File: src/rtl/bram_stream_loader.sv
// Packs a host byte stream little-endian into BRAM-width words and issues
// one-cycle write strobes at consecutive addresses under a start/length command.
module bram_stream_loader #(
  parameter int WRITE_WIDTH      = 32,
  parameter int WRITE_ADDR_WIDTH = 10,
  parameter int LEN_WIDTH        = 16
) (
  input  logic                        clk,
  input  logic                        rst,
  input  logic                        start,
  input  logic [WRITE_ADDR_WIDTH-1:0] base_addr,
  input  logic [LEN_WIDTH-1:0]        byte_count,
  input  logic                        abort,
  input  logic                        s_valid,
  input  logic [7:0]                  s_data,
  output logic                        s_ready,
  output logic                        w_valid,
  output logic [WRITE_ADDR_WIDTH-1:0] w_addr,
  output logic [WRITE_WIDTH-1:0]      w_data,
  output logic                        busy,
  output logic                        done,
  output logic [WRITE_ADDR_WIDTH:0]   words_written,
  output logic                        overflow
);

  localparam int BPW    = WRITE_WIDTH / 8;
  localparam int LANE_W = (BPW > 1) ? $clog2(BPW) : 1;

  typedef enum logic [1:0] {
    IDLE   = 2'd0,
    LOAD   = 2'd1,
    FINISH = 2'd2
  } state_t;

  state_t                      state_reg, state_next;
  logic                        drain_reg, drain_next;
  logic [WRITE_ADDR_WIDTH-1:0] addr_reg, addr_next;
  logic [LEN_WIDTH-1:0]        remaining_reg, remaining_next;
  logic [LANE_W-1:0]           lane_reg, lane_next;
  logic [WRITE_WIDTH-1:0]      pack_reg, pack_next;
  logic                        w_valid_reg, w_valid_next;
  logic [WRITE_ADDR_WIDTH-1:0] w_addr_reg, w_addr_next;
  logic [WRITE_WIDTH-1:0]      w_data_reg, w_data_next;
  logic [WRITE_ADDR_WIDTH:0]   words_reg, words_next;
  logic                        overflow_reg, overflow_next;

  logic                        accept;
  logic                        last_byte;
  logic                        lane_last;
  logic                        word_done;
  logic [WRITE_WIDTH-1:0]      packed_word;

  // drain_reg marks the cycle after the last byte, when the final write is on the bus
  assign s_ready   = (state_reg == LOAD) && !drain_reg && !abort;
  assign accept    = s_valid && s_ready;
  assign last_byte = (remaining_reg == LEN_WIDTH'(1));
  assign lane_last = (lane_reg == LANE_W'(BPW - 1));
  assign word_done = accept && (lane_last || last_byte);

  generate
    for (genvar gi = 0; gi < BPW; gi++) begin : g_lane
      assign packed_word[gi*8 +: 8] = (lane_reg == LANE_W'(gi)) ? s_data : pack_reg[gi*8 +: 8];
    end
  endgenerate

  always_comb begin
    state_next     = state_reg;
    drain_next     = drain_reg;
    addr_next      = addr_reg;
    remaining_next = remaining_reg;
    lane_next      = lane_reg;
    pack_next      = pack_reg;
    w_valid_next   = 1'b0;
    w_addr_next    = w_addr_reg;
    w_data_next    = w_data_reg;
    words_next     = words_reg;
    overflow_next  = overflow_reg;

    case (state_reg)
      IDLE: begin
        if (start) begin
          addr_next      = base_addr;
          remaining_next = byte_count;
          lane_next      = '0;
          pack_next      = '0;
          words_next     = '0;
          overflow_next  = 1'b0;
          drain_next     = 1'b0;
          state_next     = (byte_count == '0) ? FINISH : LOAD;
        end
      end

      LOAD: begin
        if (drain_reg) begin
          drain_next = 1'b0;
          state_next = FINISH;
        end else if (abort) begin
          // partial word is dropped; any write already on the bus still lands
          lane_next  = '0;
          pack_next  = '0;
          state_next = FINISH;
        end else if (accept) begin
          remaining_next = remaining_reg - LEN_WIDTH'(1);
          if (word_done) begin
            w_valid_next = 1'b1;
            w_addr_next  = addr_reg;
            w_data_next  = packed_word;
            addr_next    = addr_reg + WRITE_ADDR_WIDTH'(1);
            words_next   = words_reg + (WRITE_ADDR_WIDTH+1)'(1);
            lane_next    = '0;
            pack_next    = '0;
            if (addr_reg == '1) begin
              overflow_next = 1'b1;
            end
          end else begin
            lane_next = lane_reg + LANE_W'(1);
            pack_next = packed_word;
          end
          if (last_byte) begin
            drain_next = 1'b1;
          end
        end
      end

      FINISH: begin
        state_next = IDLE;
      end

      default: begin
        state_next = IDLE;
      end
    endcase
  end

  always_ff @(posedge clk or negedge rst) begin
    if (!rst) begin
      state_reg     <= IDLE;
      drain_reg     <= 1'b0;
      addr_reg      <= '0;
      remaining_reg <= '0;
      lane_reg      <= '0;
      pack_reg      <= '0;
      w_valid_reg   <= 1'b0;
      w_addr_reg    <= '0;
      w_data_reg    <= '0;
      words_reg     <= '0;
      overflow_reg  <= 1'b0;
    end else begin
      state_reg     <= state_next;
      drain_reg     <= drain_next;
      addr_reg      <= addr_next;
      remaining_reg <= remaining_next;
      lane_reg      <= lane_next;
      pack_reg      <= pack_next;
      w_valid_reg   <= w_valid_next;
      w_addr_reg    <= w_addr_next;
      w_data_reg    <= w_data_next;
      words_reg     <= words_next;
      overflow_reg  <= overflow_next;
    end
  end

  assign w_valid       = w_valid_reg;
  assign w_addr        = w_addr_reg;
  assign w_data        = w_data_reg;
  assign words_written = words_reg;
  assign overflow      = overflow_reg;
  assign busy          = (state_reg != IDLE);
  assign done          = (state_reg == FINISH);

endmodule

File: config.mk
export PLATFORM = sky130hd
export DESIGN_NAME = bram_stream_loader
export DESIGN_NICKNAME = d
export VERILOG_FILES = /design/src/rtl/bram_stream_loader.sv
export SDC_FILE = /design/constraint.sdc
export NUM_CORES = 1
export LEC_CHECK = 0
export ABC_AREA = 1
export BUFFER_PORTS_ARGS = -buffer_cell sky130_fd_sc_hd__buf_4
export CORE_ASPECT_RATIO = 0.5
export CORE_MARGIN = 1.5
export CORE_UTILIZATION = 59
export CTS_BUF_LIST = sky130_fd_sc_hd__clkbuf_8
export DETAILED_ROUTE_END_ITERATION = 8
export GPL_TIMING_DRIVEN = 0
export PLACE_DENSITY_LB_ADDON = 0.05
export SETUP_SLACK_MARGIN = 0.15
export SLEW_MARGIN = 20
export SYNTH_ARGS = -nofsm -noshare
export SYNTH_HDL_FRONTEND = slang
export SYNTH_SLANG_ARGS = --single-unit
export TNS_END_PERCENT = 100
File: constraint.sdc
create_clock -name clk -period 2.1 [get_ports clk]
set_input_delay 0.105 -clock clk [delete_from_list [all_inputs] [get_ports clk]]
set_output_delay 0.105 -clock clk [all_outputs]
set_load 0.01 [all_outputs]
==> summary.txt <==
Finish
  – # fillers: 806
  – Ant. Diodes: 0
  – Share of cells above drive strength 1: 23.21%
  – Area grow syn2layout: 25.13%
  – Final Cell Area: 7863 µm²
  – # nets final: 970
  – Finished Layout Cells: approximately 1100

STA
  – Setup_tns: 0 ns
  – Final hold violation count: 0
  – Hold Worst Slack: 0.01128 ns
  – Fin. max-slew vios: 0
  – RSZ-0062 raised after global routing: no
  – Tmin final: between 1.5 and 2 ns
  – Worst Tran Pin Value: 0.5633 ns
  – Setup ws final: 0.2851 ns
  – # setup viols final: 0
  – Slew margin rel.: 62.45%
  – Clk_skew: 0.008990 ns
  – Final worst-path cycle share: 86.42%
  – Fmax: 551.0 MHz

Clocking
  – CTS clock-pin slew for the worst setup and hold paths: 0.07 ns
  – Clock root cell: clkbuf_8
  – Htree depth: 4
  – CTS tree: built
  – CTS max path bufs: 2
  – Clk_lat worst skew: about 0.44 ns
  – Clk sinks: 118
  – Num CTS Buffers: 17

Logic synthesis
  – Syn Std Cell Area: 6284 µm²
  – Seq/Total Area, Yosys: 46.99%
  – Async SR Flop Fraction: 100.0%
  – Synth warn: 0
  – Most used DFF post-synth: dfrtp_1
  – Synth Instances: 787
  – Cell variety after synth: 37
  – #FFs+latches synth: 118
  – Area leader, netlist: dfrtp_1
  – Post-synth top area share: 46.99%
  – EDFF count, synth: 0
  – Most area-consuming cells after synthesis: dfrtp_1 47%, nand2_1 20%, mux2_2 5.7%
  – Avg Cell Area, Syn: ~8.0 µm²
  – Post-synthesis net count: 834

Power and ir drop
  – Flop pwr share: between 30% and 40%
  – Cell-internal power: 5.318 mW
  – Pwr Density: between 1000 and 1500 nW/µm²
  – Switch Pwr: 3.639 mW
  – Peak VDD IR: 750.6 µV
  – Clock power share: between 20% and 30%
  – Switching Fraction: 40.63%
  – Combinational power share: between 40% and 50%
  – Leak: between 4 and 5 nW

Setup path
  – WS Path Type: reg2reg
  – Peak fanout along the critical path: 10
  – Data required time at the worst endpoint: approximately 2.4 ns
  – Worst r2r src: remaining_reg[4]$_DFFE_PN0P_
  – WP data arrival: 2.14 ns
  – Type of element launching the critical path: register
  – Worst R2R End: lane_reg[0]$_DFFE_PN0P_
  – Crit path capture type: register
  – Register-to-Register Setup Slack: between 0.2 and 0.3 ns
  – R2R depth: 10

Global route
  – Antenna violations before repair: 0
  – GRT Total Usage: 30.64%
  – First-pass GRT wire length: approximately 27000 µm
  – Largest net degree at the start of global routing: 71
  – Final global-route overflow total: 0
  – Number of global-route vias before repair: 5574

Route
  – Drt pass-1 iters: 5
  – DR vias/cell: between 5 and 6
  – DRC Markers: 0
  – Routed length per placed instance: 14.87 µm
  – Via count: approximately 5800
  – 1st-iter DRT viols: 389
  – Final ANT Viol Nets: 0
  – Routed wire length: 15980 µm

Worst hold path
  – Hold Path Cell Cnt: 5
  – Worst min path class: in2reg
  – Hold path start: byte_count[13]
  – Hold Path Sink: remaining_reg[13]$_DFFE_PN0P_

Placement
  – GPL Wtd Cong: 0.9187
  – Port buffer count: 96
  – Post-DP Area: 7211 µm²
  – DP HPWL: 10760 µm
  – DP Cell Count: approximately 1000
  – Setup WS pre-CTS: approximately 0.26 ns

Die
  – Ports: 97
  – Core box area: 10280 µm²
  – Die width: 148.9 µm
  – Die area: between 10000 and 15000 µm²
  – Starting density of the core: 61.12%
  – Chip height: 75.98 µm
  – Standard-cell rows: 26

Outcome
  – Outcome: finished, final reports clean

Flow run
  – Max Cap Viol: 0
==> through the flow <==
stage / total power, mW / util [%]
after global placement: 6.412 / 69.84
after floorplan: 5.516 / -
after detailed placement: 6.489 / 70.14
after global routing: 9.533 / 76.48
after CTS: 8.893 / 76.38
final: 8.957 / 76.48
==> worst max-delay path by stage <==
stage | startpoint | endpoint | depth (start not counted)
floorplan | state_reg[1]$_DFFE_PN0P_ | pack_reg[11]$_DFFE_PN0P_ | 8
global placement | lane_reg[0]$_DFFE_PN0P_ | w_data[23]$_DFFE_PN0P_ | 8
detailed placement | lane_reg[0]$_DFFE_PN0P_ | w_data[23]$_DFFE_PN0P_ | 8
CTS | lane_reg[0]$_DFFE_PN0P_ | w_data[23]$_DFFE_PN0P_ | 8
global route | lane_reg[0]$_DFFE_PN0P_ | words_written[0]$_DFFE_PN0P_ | 7
finish | remaining_reg[4]$_DFFE_PN0P_ | lane_reg[0]$_DFFE_PN0P_ | 10
==> routing by layer <==
| layer | global-route usage, % | share of wire [%] | wire length, µm | vias to the layer above |
|---|---|---|---|---|
| met1 | 43.67 | 46 | 7420 | 2779 |
| met2 | 47.18 | 45 | 7213 | 221 |
| met4 | 9.505 | 1.7 | 278 | 0 |
| met3 | 6.347 | 6.7 | 1069 | 27 |
| li1 | - | - | - | 2794 |
| met5 | 0 | 0 | 0 | - |
==> power by group through the flow <==
stage	clock network (mW)	registers (mW)	logic (mW)
2_1_floorplan	0	2.96	2.55
3_3_place_gp	0	3.03	3.38
3_5_place_dp	0	3.03	3.45
4_1_cts	2.37	3.00	3.53
5_1_grt	2.48	3.07	3.99
6_report	2.35	3.01	3.59
==> layout by cell type (no fill, tap or decap), types with 7 or more instances in the layout <==
cell type,n
clkbuf_8,21
buf_2,11
o21ai_0,27
o21ai_1,8
nor2_1,61
nand3_1,23
xor2_1,9
nand4_1,39
dlygate4sd3_1,20
nand2_1,331
buf_4,102
ha_1,8
buf_6,11
inv_1,35
dfrtp_1,118
mux2_2,32
clkbuf_1,7
==> kinds of logic after synthesis <==
| family | Yosys count | share of synthesized area (%) |
|---|---|---|
| flops | 118 | 46.99 |
| fa+ha+maj | 8 | 1.593 |
| mux | 33 | 5.894 |
| simple gates | 481 | 32.20 |
| xor+xnor | 13 | 1.812 |
| compound gates | 52 | 4.879 |
| buf+inv | 82 | 6.631 |
==> cell type report <==
type | count | area (µm²) | area share (%)
multi-input combinational | 587 | 2917 | 37.09
clock buffer | 21 | 289.0 | 3.676
inverter | 41 | 153.9 | 1.957
buffer | 41 | 271.5 | 3.453
timing repair buffer | 117 | 952.2 | 12.11
tap | 140 | 175.2 | 2.228
clock inverter | 10 | 151.4 | 1.926
sequential | 118 | 2953 | 37.56
==> critical path, cell delays in order (launching register included) <==
cell	delay [ns]
dfrtp_1	0.43
nor2_1	0.23
nand2_1	0.18
nor2_2	0.16
nand3_2	0.11
nand2_2	0.11
inv_2	0.05
buf_6	0.14
buf_6	0.14
nand4_1	0.07
nand2_1	0.07
==> cells in the mapped netlist, drive strengths merged (2+ instances only) <==
library cell  count
or2               5
nand2           337
nand3            25
clkbuf            9
xor2              9
dfrtp           118
o211ai            3
nor3              6
a21oi             5
nand4            39
nand3b            2
mux2             32
xnor2             4
and2              2
buf              32
o21ai            42
inv              40
nor2             64
ha                8
==> what timing repair did <==
item                                    CTS  global route
endpoints found under the setup margin    0            84
endpoints found under the hold margin    68             0
buffers inserted                          0             0
resized for setup                         0            10
hold buffers                             20             0
(Power assumes the default switching activity.)
